[src/rtl/seg7_reader.sv]
// seg7_reader: resynchronises and glitch-filters a 7-segment bus,
// decodes it to a digit and offers it on a valid/ready port.
//
// Ports:
//   clk, rst_n       rising-edge clock, async active-low reset
//   seg_in[6:0]      raw segment bus (seg 1 = bit 0), async to clk
//   out_ready        consumer accepts digit_out this cycle
//   out_valid        digit_out holds an unconsumed digit
//   digit_out[3:0]   decoded digit 0..9
//   blank            level, last accepted pattern was 7'h00
//   err              1-cycle pulse, illegal stable pattern
//   overrun          1-cycle pulse, unconsumed digit overwritten
//   err_count[7:0]   saturating err counter, present only when
//                    SEG7_READER_ERRCNT_EN is defined
//
// Parameters: SYNC_STAGES (>=2), STABLE_CYCLES (>=1).
module seg7_reader #(
   parameter int SYNC_STAGES   = 2,
   parameter int STABLE_CYCLES = 4
) (
   input  logic       clk,
   input  logic       rst_n,
   input  logic [6:0] seg_in,
   input  logic       out_ready,
   output logic       out_valid,
   output logic [3:0] digit_out,
   output logic       blank,
   output logic       err,
   output logic       overrun
`ifdef SEG7_READER_ERRCNT_EN
   ,
   output logic [7:0] err_count
`endif
);

   // One extra bit so the run length can reach STABLE_CYCLES+1
   // without wrapping while the filter is locked.
   localparam int CW = $clog2(STABLE_CYCLES + 1) + 1;
   localparam logic [CW-1:0] STABLE_N = CW'(STABLE_CYCLES);

   typedef enum logic {
      UNLOCKED = 1'b0,
      LOCKED   = 1'b1
   } state_t;

   // ------------------------------------------------------------
   // Pattern decode: {legal, digit}
   // ------------------------------------------------------------
   function automatic logic [4:0] decode(input logic [6:0] p);
      logic [4:0] r;
      r = 5'h00;
      unique case (p)
         7'h3F:   r = 5'h10;
         7'h06:   r = 5'h11;
         7'h5B:   r = 5'h12;
         7'h4F:   r = 5'h13;
         7'h66:   r = 5'h14;
         7'h6D:   r = 5'h15;
         7'h7C:   r = 5'h16;
         7'h07:   r = 5'h17;
         7'h7F:   r = 5'h18;
         7'h67:   r = 5'h19;
         default: r = 5'h00;
      endcase
      return r;
   endfunction

   // ------------------------------------------------------------
   // State
   // ------------------------------------------------------------
   logic [6:0]    sync_q [SYNC_STAGES];
   logic [6:0]    prev_q;
   logic [CW-1:0] cnt_q, cnt_d;
   state_t        state_q, state_d;
   logic [6:0]    last_q, last_d;
   logic          valid_q, valid_d;
   logic [3:0]    digit_q, digit_d;
   logic          blank_q, blank_d;
   logic          err_q, err_d;
   logic          ovr_q, ovr_d;

   // ------------------------------------------------------------
   // Stability filter
   // ------------------------------------------------------------
   logic [6:0]    s;
   logic          same;
   logic [CW-1:0] run;
   logic          accept;
   logic          fresh;
   logic [4:0]    dec;
   logic          ev_digit;
   logic          ev_blank;
   logic          ev_ill;
   logic          xfer;

   assign s    = sync_q[SYNC_STAGES-1];
   assign same = (s == prev_q);

   // run = number of consecutive identical samples including s
   assign run   = same ? cnt_q + CW'(1) : CW'(1);
   assign cnt_d = (run > STABLE_N) ? STABLE_N : run;

   // A change of s while locked restarts the count; with
   // STABLE_CYCLES=1 that same sample is already accepted.
   assign accept = (run == STABLE_N) &&
                   ((state_q == UNLOCKED) || !same);

   // Re-accepting the last pattern after a glitch is silent.
   assign fresh  = accept && (s != last_q);
   assign last_d = accept ? s : last_q;

   assign dec      = decode(s);
   assign ev_digit = fresh && dec[4];
   assign ev_blank = fresh && (s == 7'h00);
   assign ev_ill   = fresh && !dec[4] && (s != 7'h00);
   assign xfer     = valid_q && out_ready;

   // ------------------------------------------------------------
   // FSM next state
   // ------------------------------------------------------------
   always_comb begin
      state_d = state_q;
      unique case (state_q)
         UNLOCKED: begin
            if (accept) state_d = LOCKED;
         end
         LOCKED: begin
            if (!same) state_d = accept ? LOCKED : UNLOCKED;
         end
         default: state_d = UNLOCKED;
      endcase
   end

   // ------------------------------------------------------------
   // Output port next state
   // ------------------------------------------------------------
   always_comb begin
      valid_d = valid_q;
      digit_d = digit_q;
      blank_d = blank_q;
      err_d   = ev_ill;
      ovr_d   = 1'b0;
      if (ev_digit) begin
         // A transfer on this edge frees the slot: no overrun.
         ovr_d   = valid_q && !out_ready;
         valid_d = 1'b1;
         digit_d = dec[3:0];
         blank_d = 1'b0;
      end else if (xfer) begin
         valid_d = 1'b0;
      end
      if (ev_blank) blank_d = 1'b1;
   end

   // ------------------------------------------------------------
   // Registers
   // ------------------------------------------------------------
   always_ff @(posedge clk or negedge rst_n) begin
      if (!rst_n) begin
         for (int i = 0; i < SYNC_STAGES; i++) begin
            sync_q[i] <= 7'h00;
         end
         prev_q  <= 7'h00;
         cnt_q   <= '0;
         state_q <= UNLOCKED;
         last_q  <= 7'h00;
         valid_q <= 1'b0;
         digit_q <= 4'h0;
         blank_q <= 1'b1;
         err_q   <= 1'b0;
         ovr_q   <= 1'b0;
      end else begin
         sync_q[0] <= seg_in;
         for (int i = 1; i < SYNC_STAGES; i++) begin
            sync_q[i] <= sync_q[i-1];
         end
         prev_q  <= s;
         cnt_q   <= cnt_d;
         state_q <= state_d;
         last_q  <= last_d;
         valid_q <= valid_d;
         digit_q <= digit_d;
         blank_q <= blank_d;
         err_q   <= err_d;
         ovr_q   <= ovr_d;
      end
   end

   assign out_valid = valid_q;
   assign digit_out = digit_q;
   assign blank     = blank_q;
   assign err       = err_q;
   assign overrun   = ovr_q;

`ifdef SEG7_READER_ERRCNT_EN
   // ------------------------------------------------------------
   // Saturating error counter, cleared only by reset
   // ------------------------------------------------------------
   logic [7:0] ecnt_q, ecnt_d;

   always_comb begin
      ecnt_d = ecnt_q;
      if (ev_ill && (ecnt_q != 8'hFF)) ecnt_d = ecnt_q + 8'd1;
   end

   always_ff @(posedge clk or negedge rst_n) begin
      if (!rst_n) ecnt_q <= 8'h00;
      else        ecnt_q <= ecnt_d;
   end

   assign err_count = ecnt_q;
`endif

endmodule

[config.mk]
export PLATFORM = sky130hd
export DESIGN_NAME = seg7_reader
export DESIGN_NICKNAME = d
export VERILOG_FILES = /design/src/rtl/seg7_reader.sv
export SDC_FILE = /design/constraint.sdc
export NUM_CORES = 1
export LEC_CHECK = 0
export CELL_PAD_IN_SITES_DETAIL_PLACEMENT = 1
export CELL_PAD_IN_SITES_GLOBAL_PLACEMENT = 2
export CORE_UTILIZATION = 35
export CTS_CLUSTER_DIAMETER = 40
export CTS_CLUSTER_SIZE = 24
export DETAILED_ROUTE_END_ITERATION = 16
export PLACE_DENSITY = 0.77
export SYNTH_ARGS = -nofsm -noshare
export SYNTH_HDL_FRONTEND = slang
export SYNTH_SLANG_ARGS = --single-unit
[constraint.sdc]
create_clock -name clk -period 3.2 [get_ports clk]
set_input_delay 0.64 -clock clk [delete_from_list [all_inputs] [get_ports clk]]
set_output_delay 0.64 -clock clk [all_outputs]
set_load 0.02 [all_outputs]
==> results of run 1 <==
synthesized netlist by cell type (2+ instances only):
cell type                   count
sky130_fd_sc_hd__buf_4          2
sky130_fd_sc_hd__nand3_1        3
sky130_fd_sc_hd__nor3b_1        2
sky130_fd_sc_hd__mux2_2         7
sky130_fd_sc_hd__mux2_4         2
sky130_fd_sc_hd__a311oi_1       2
sky130_fd_sc_hd__o21ai_0        2
sky130_fd_sc_hd__a31oi_1        2
sky130_fd_sc_hd__nor2b_1        2
sky130_fd_sc_hd__nor2_1         5
sky130_fd_sc_hd__buf_6          2
sky130_fd_sc_hd__a21oi_1        5
sky130_fd_sc_hd__nand3b_1       2
sky130_fd_sc_hd__nor3_1         4
sky130_fd_sc_hd__inv_1          5
sky130_fd_sc_hd__buf_2          4
sky130_fd_sc_hd__nand2_1        7
sky130_fd_sc_hd__xnor2_1       11
sky130_fd_sc_hd__dfrtp_1       40
sky130_fd_sc_hd__nor4b_2        3
sky130_fd_sc_hd__nor4_1         4
sky130_fd_sc_hd__xor2_1         6
sky130_fd_sc_hd__nand2b_1       3
sky130_fd_sc_hd__o2bb2ai_1      2
sky130_fd_sc_hd__nand4_1        2
layout make-up:
class,instances,share of cell area
flip-flops and latches,41,0.480
repair buffers,17,0.0772
well taps,70,0.0410
multi-input cells,95,0.350
clock buffers,5,0.0322
clock inverters,3,0.00995
inverters,5,0.00878
cell families (layout without fill, tap and decap cells):
group / count (synthesis) / in the layout
other: 1 / 1
AND/OR/NAND/NOR: 45 / 45
AO/OA/AOI/OAI: 20 / 20
multiplexers: 10 / 10
flip-flops: 41 / 41
adder cells (fa/ha/maj): 1 / 1
buffers and inverters: 13 / 30
XOR/XNOR: 18 / 18
critical path, cell delays in order, from the launching register on:
cell,delay (ns)
sky130_fd_sc_hd__dfrtp_1,0.68
sky130_fd_sc_hd__nand2_1,0.14
sky130_fd_sc_hd__nor4_1,0.44
sky130_fd_sc_hd__a311oi_1,0.10
sky130_fd_sc_hd__a21oi_1,0.40
sky130_fd_sc_hd__nand3_4,0.17
sky130_fd_sc_hd__mux2_4,0.33
through the flow:
| stage | cell area, µm² | util | std cells | hold slack (ns) | setup WS, ns |
|---|---|---|---|---|---|
| finish | 2140 | 0.419 | 236 | 0.353 | 0.826 |
| global route | 2140 | 0.419 | 236 | 0.363 | 0.679 |
| CTS | 2140 | 0.419 | 236 | 0.355 | 0.835 |
| detailed placement | 2050 | 0.401 | 228 | 0.336 | 0.881 |
| global placement | 2050 | 0.401 | 228 | 0.334 | 0.884 |
| floorplan | 1850 | - | 149 | 0.331 | 1.16 |
placed cells by master, fill, tap and decap left out, drive strengths merged, types with 3 or more instances in the layout:
| master | instances |
|---|---|
| a21oi | 5 |
| clkbuf | 5 |
| clkdlybuf4s50 | 16 |
| dfrtp | 40 |
| inv | 6 |
| mux2 | 9 |
| nand2 | 7 |
| nand2b | 3 |
| nand3 | 4 |
| nor2 | 5 |
| nor3 | 5 |
| nor4 | 4 |
| nor4b | 4 |
| o21ai | 3 |
| xnor2 | 12 |
| xor2 | 6 |
state kept, by name, summed over array words and instances, names as in the netlist:
signal and count:
blank 1, cnt_q 4, digit_out 4, err 1, last_q 7, out_valid 1
overrun 1, prev_q 7, s 7, state_q 1, sync_q 7
worst paths after layout:
check | from | endpoint | slack [ns] | depth (start not counted)
worst min register to register | sync_q[12] | s[5] | 0.35 | 0
worst max-delay path | s[3] | digit_out[0] | 0.83 | 6
worst min-delay path | sync_q[12] | s[5] | 0.35 | 0
worst max register to register | s[3] | digit_out[0] | 0.83 | 6
max in group asynchronous | rst_n | prev_q[0] | 2.16 | 1
min in group asynchronous | rst_n | cnt_q[3] | 0.47 | 1
layer usage:
| metal | share of wire | routed length, µm | vias to the layer above |
|---|---|---|---|
| met5 | 0 | 0 | - |
| met4 | 0.011 | 38 | 0 |
| met3 | 0.037 | 129 | 4 |
| met2 | 0.48 | 1670 | 23 |
| met1 | 0.47 | 1630 | 590 |
| li1 | - | - | 554 |
power breakdown:
group / switching, µW / total, µW / leakage (µW) / internal (µW)
logic: 27.7 / 56.9 / 0.000289 / 29.2
registers: 24.7 / 556 / 0.000513 / 532
clock network: 189 / 344 / 0.0000445 / 155
total: 242 / 957 / 0.000847 / 716
==> flow_summary.yaml, run 1 <==
sta:
  timing.final.max_slew_violations: 0
  worstMarginPinSlew_ns: 0.909
  timing.slew.headroom: 0.394
  endpoints_failing_setup: 0
  post-route-min-period_ns: 2.37
  max_freq_mhz: 421
  clock_skews_ns: 0.00485
  timing_hold_violations_final: 0
  fin_tns_setup_ns: 0
  grt_setup_unrepaired: "no"
  final_min_period_over_clock_period: 0.742
yosys:
  yosys-mux-area-fraction: 0.0641
  yosys.cell_types.count: 45
  synth_adder_area_share: 0.00675
  share_of_the_synthesized_area_in_compound_gates_ao_oa_aoi_oai: 0.0743
  synth_edf_count: 0
  synth_simple_gate_area_frac: 0.168
  synthFlopType: "sky130_fd_sc_hd__dfrtp_1"
  synthTopCellsByArea: "sky130_fd_sc_hd__dfrtp_1 54%, sky130_fd_sc_hd__xnor2_1 5.2%, sky130_fd_sc_hd__mux2_2 4.3%"
  ys_ff_latch: 41
  post_synth_xor_area_fraction: 0.0891
  synth_top_area_share: 0.540
  synth_area_um2: 1850
  synth_top_family_by_area: "simple AND/OR/NAND/NOR gates"
  async_flop_share: 1.00
  mean_area_per_synthesized_cell_um2: 12.4
  syn-num-nets: 160
  post_synth_inst_count: 149
  synthDominantAreaCellType: "sky130_fd_sc_hd__dfrtp_1"
  portion_of_the_post_synthesis_area_used_by_sequential_elements: 0.554
  yosysWarningCount: 0
global_route:
  use_met1: 0.174
  antenna_violations_before_repair: 0
  grt_use_met3: 0.0442
  grt_overflow: 0
  use_met2: 0.244
  grt_start_max_net_pins: 42
  wire_length_of_the_first_global_routing_pass_mm: 5.81
  grt_busiest_layer: "met2"
  grt.total_usage: 0.145
  number_of_global_route_vias_before_repair: 1203
job:
  drv.max_cap_violation_count: 0
die:
  die_x_um: 74.8
  die_height_um: 74.8
  row_count: 26
  floorplan.io_pins: 18
  starting_density_of_the_core: 0.363
  die_area_um2: 5590
  placeableCoreArea_um2: 5110
power:
  power.static_leakage_uw: 0.000847
  power.total_uw: 957
  power_density_nw_per_um2: 448
  power.ir.vdd_worst_uv: 289
routing:
  antenna_left: 0
  detailedRoute.firstIterationViolations: 47
  drt-wirelength-per-cell_um: 14.7
  routed_wirelength_mm: 3.47
  avgViaCountPerCell: 4.96
  number_of_vias_after_detailed_routing: 1171
  dr.pass1.iters: 4
  drt_drc_violations_left: 0
clock_network:
  postCtsSetupRepairBufs: 0
  cts_made_buffers: 5
  clk_transition_reported_paths_ns: 0.08
  root_buffer: "sky130_fd_sc_hd__clkbuf_8"
  clock_path_buffers: 2
  clock_latency_at_the_later_pin_of_the_worst_skew_pair_ns: 0.30
  hold_buffers: 0
  cts.sink_count: 41
  ctsHtreeMaxLevel: 2
  cts.repair.resized: 0
  tritoncts: "built"
place:
  routabilityCongestion: 0.793
  place.port_buffers: 17
  detailed_place_hpwl_mm: 2.41
worst_setup_path:
  timing.critical_path.arrival_ns: 2.56
  cp-start-kind: "register"
  worst_setup_path_end_kind: "register"
  critical_path.max_fanout: 15
  critical_path_required_ns: 3.38
  setup.worst_path.class: "register to register"
worst_hold_path:
  hold_class: "register to register"
cells_and_area:
  antennaDiodeCount: 0
  nets: 176
  layout_cell_share_with_drive_strength_beyond_1: 0.169
  fill_cells: 556
  multi_input_area_um2: 749
  area_growth_pct: 15.4
  regArea_um2: 1030
outcome:
  status: "complete, no violations"
Power figures use the tool's default switching activity.
==> run 2: changes to the inputs <==
==> constraint.sdc (replaced) <==
create_clock -name clk -period 2.2 [get_ports clk]
set_input_delay 0.44 -clock clk [delete_from_list [all_inputs] [get_ports clk]]
set_output_delay 0.44 -clock clk [all_outputs]
set_load 0.02 [all_outputs]
==> run 2 against run 1 <==
Net effect: global-route usage grew 1.7 points; largest cell class unchanged; critical endpoint is now digit_out[1]; cell count grew 6.4%; clock skew grew 0.0041 ns; combinational power grew 97%; design area grew 9.5%; setup slack lost 0.74 ns.
==> flow_summary.yaml, run 2 (synthesis gave the netlist of run 1 again) <==
global_route:
  grt.total_usage: 0.162
  grt_busiest_layer: "met2"
  grt_overflow: 0
  antenna_violations_before_repair: 0
  use_met2: 0.264
  use_met1: 0.195
  grt_start_max_net_pins: 20
  grt_use_met3: 0.0482
  number_of_global_route_vias_before_repair: 1324
  wire_length_of_the_first_global_routing_pass_mm: 6.46
place:
  detailed_place_hpwl_mm: 2.66
  place.port_buffers: 17
  placedCellCount: 243
  routabilityCongestion: 0.775
worst_setup_path:
  worst_path_largest_cell_delay_ns: 0.54
  worst_setup_path_end_kind: "register"
  critical_path_required_ns: 2.38
  crit_path_cell_trace: "ha_4, nor4bb_4, a22oi_2, or4_4, o31ai_2, o21ai_1"
  worst_r2r_startpoint: "cnt_q[0]"
  cp-start-kind: "register"
  timing.rr.end: "digit_out[1]"
  critPathBufInv: 0
  setup.worst_path.class: "register to register"
  critical_path.max_fanout: 5
  rrSetupSlack_ns: 0.09
  rr_worst_depth: 6
  crit_slowest_cell: "sky130_fd_sc_hd__or4_4"
  path_delay_family: "simple AND/OR/NAND/NOR gates"
  timing.critical_path.arrival_ns: 2.29
outcome:
  status: "complete, no violations"
routing:
  drt-wirelength-per-cell_um: 15.0
  routed_wirelength_mm: 3.76
  avgViaCountPerCell: 4.88
  drt_drc_violations_left: 0
  number_of_vias_after_detailed_routing: 1225
  antenna_left: 0
  dr.pass1.iters: 4
  detailedRoute.firstIterationViolations: 66
cells_and_area:
  most_common_cell_after_layout_fill_and_taps_aside: "sky130_fd_sc_hd__dfrtp_1"
  antennaDiodeCount: 0
  stdcell_count: 251
  finalCoreUtilization: 0.458
  layout_cell_share_with_drive_strength_beyond_1: 0.287
  final_cell_mix: "37 x sky130_fd_sc_hd__dfrtp_1, 16 x sky130_fd_sc_hd__clkdlybuf4s50_1, 14 x sky130_fd_sc_hd__buf_4"
  area_growth_pct: 26.3
  nets: 191
die:
  die_height_um: 74.8
  die_x_um: 74.8
  die_area_um2: 5590
  placeableCoreArea_um2: 5110
  starting_density_of_the_core: 0.363
  row_count: 26
  floorplan.io_pins: 18
clock_network:
  root_buffer: "sky130_fd_sc_hd__clkbuf_8"
  ctsHtreeMaxLevel: 2
  postCtsSetupRepairBufs: 0
  clock_latency_at_the_later_pin_of_the_worst_skew_pair_ns: 0.30
  tritoncts: "built"
  cts.sink_count: 41
  clk_transition_reported_paths_ns: 0.09
  clock_path_buffers: 2
  cts_made_buffers: 5
worst_hold_path:
  hold_class: "input pin to asynchronous set/reset pin"
sta:
  final_min_period_over_clock_period: 0.959
  grt_setup_unrepaired: "no"
  clock_skews_ns: 0.00899
  max_freq_mhz: 474
  endpoints_failing_setup: 0
  timing.final.max_slew_violations: 0
  timing_hold_violations_final: 0
  post-route-min-period_ns: 2.11
power:
  power.ir.vdd_worst_uv: 372
  power_density_nw_per_um2: 651
  power.static_leakage_uw: 0.000937
job:
  drv.max_cap_violation_count: 0
run 2: metal layers:
layer	vias up	share of wire
li1	583	-
met1	606	0.42
met2	27	0.51
met3	9	0.044
met4	0	0.022
met5	-	0
run 2: area by class of cell:
| type | instances | area [µm²] |
|---|---|---|
| fillers | 562 | 2770 |
| flip-flops and latches | 41 | 1030 |
| multi-input cells | 95 | 798 |
| repair buffers | 32 | 290 |
| well taps | 70 | 87.6 |
| clock buffers | 5 | 68.8 |
| clock inverters | 3 | 46.3 |
| inverters | 5 | 18.8 |
run 2: through the flow:
step	TNS, ns	area (µm²)	hold WS, ns	total power, µW	setup WS (ns)
2_1_floorplan	0	1850	0.144	871	0.164
3_3_place_gp	0	2170	0.334	920	0.0773
3_5_place_dp	-0.000537	2170	0.337	926	-0.000537
4_1_cts	0	2320	0.0328	1550	0.0439
5_1_grt	0	2340	0.0391	1600	0.00344
6_report	0	2340	0.0281	1520	0.0910
run 2: worst max path at each step:
| stage | slack, ns | end | cells past startpoint | start |
|---|---|---|---|---|
| floorplan | 0.16 | digit_out[1] | 6 | cnt_q[0] |
| global placement | 0.08 | digit_out[1] | 6 | s[3] |
| detailed placement | -0.0005 | digit_out[1] | 6 | cnt_q[0] |
| CTS | 0.04 | digit_out[1] | 6 | s[3] |
| global route | 0.003 | digit_out[1] | 6 | cnt_q[0] |
| finish | 0.09 | digit_out[1] | 6 | cnt_q[0] |
run 2: power breakdown:
part	switching [µW]	leakage, µW	internal [µW]	total, µW
Sequential	26.8	0.000510	774	801
Clock	271	0.0000543	339	611
Combinational	55.6	0.000373	56.2	112
run 2: worst reg2reg max path, stage by stage (launching register included):
cell,delay [ns]
sky130_fd_sc_hd__dfrtp_1,0.45
sky130_fd_sc_hd__ha_4,0.29
sky130_fd_sc_hd__nor4bb_4,0.29
sky130_fd_sc_hd__a22oi_2,0.15
sky130_fd_sc_hd__or4_4,0.54
sky130_fd_sc_hd__o31ai_2,0.19
sky130_fd_sc_hd__o21ai_1,0.09
run 2: what timing repair did:
action | 4_1_cts | 5_1_grt
gates resized for setup | 4 | 6
endpoints found under the setup margin | 1 | 11
pin swaps | 1 | 0
hold buffers | 0 | 0
==> run 3: changes to the inputs <==
--- a/config.mk
+++ b/config.mk
@@ -15,3 +15,4 @@
 export SYNTH_ARGS = -nofsm -noshare
 export SYNTH_HDL_FRONTEND = slang
 export SYNTH_SLANG_ARGS = --single-unit
+export TNS_END_PERCENT = 50
==> results of run 3 <==
Final layout, timing and power as in run 2 (identical DEF).
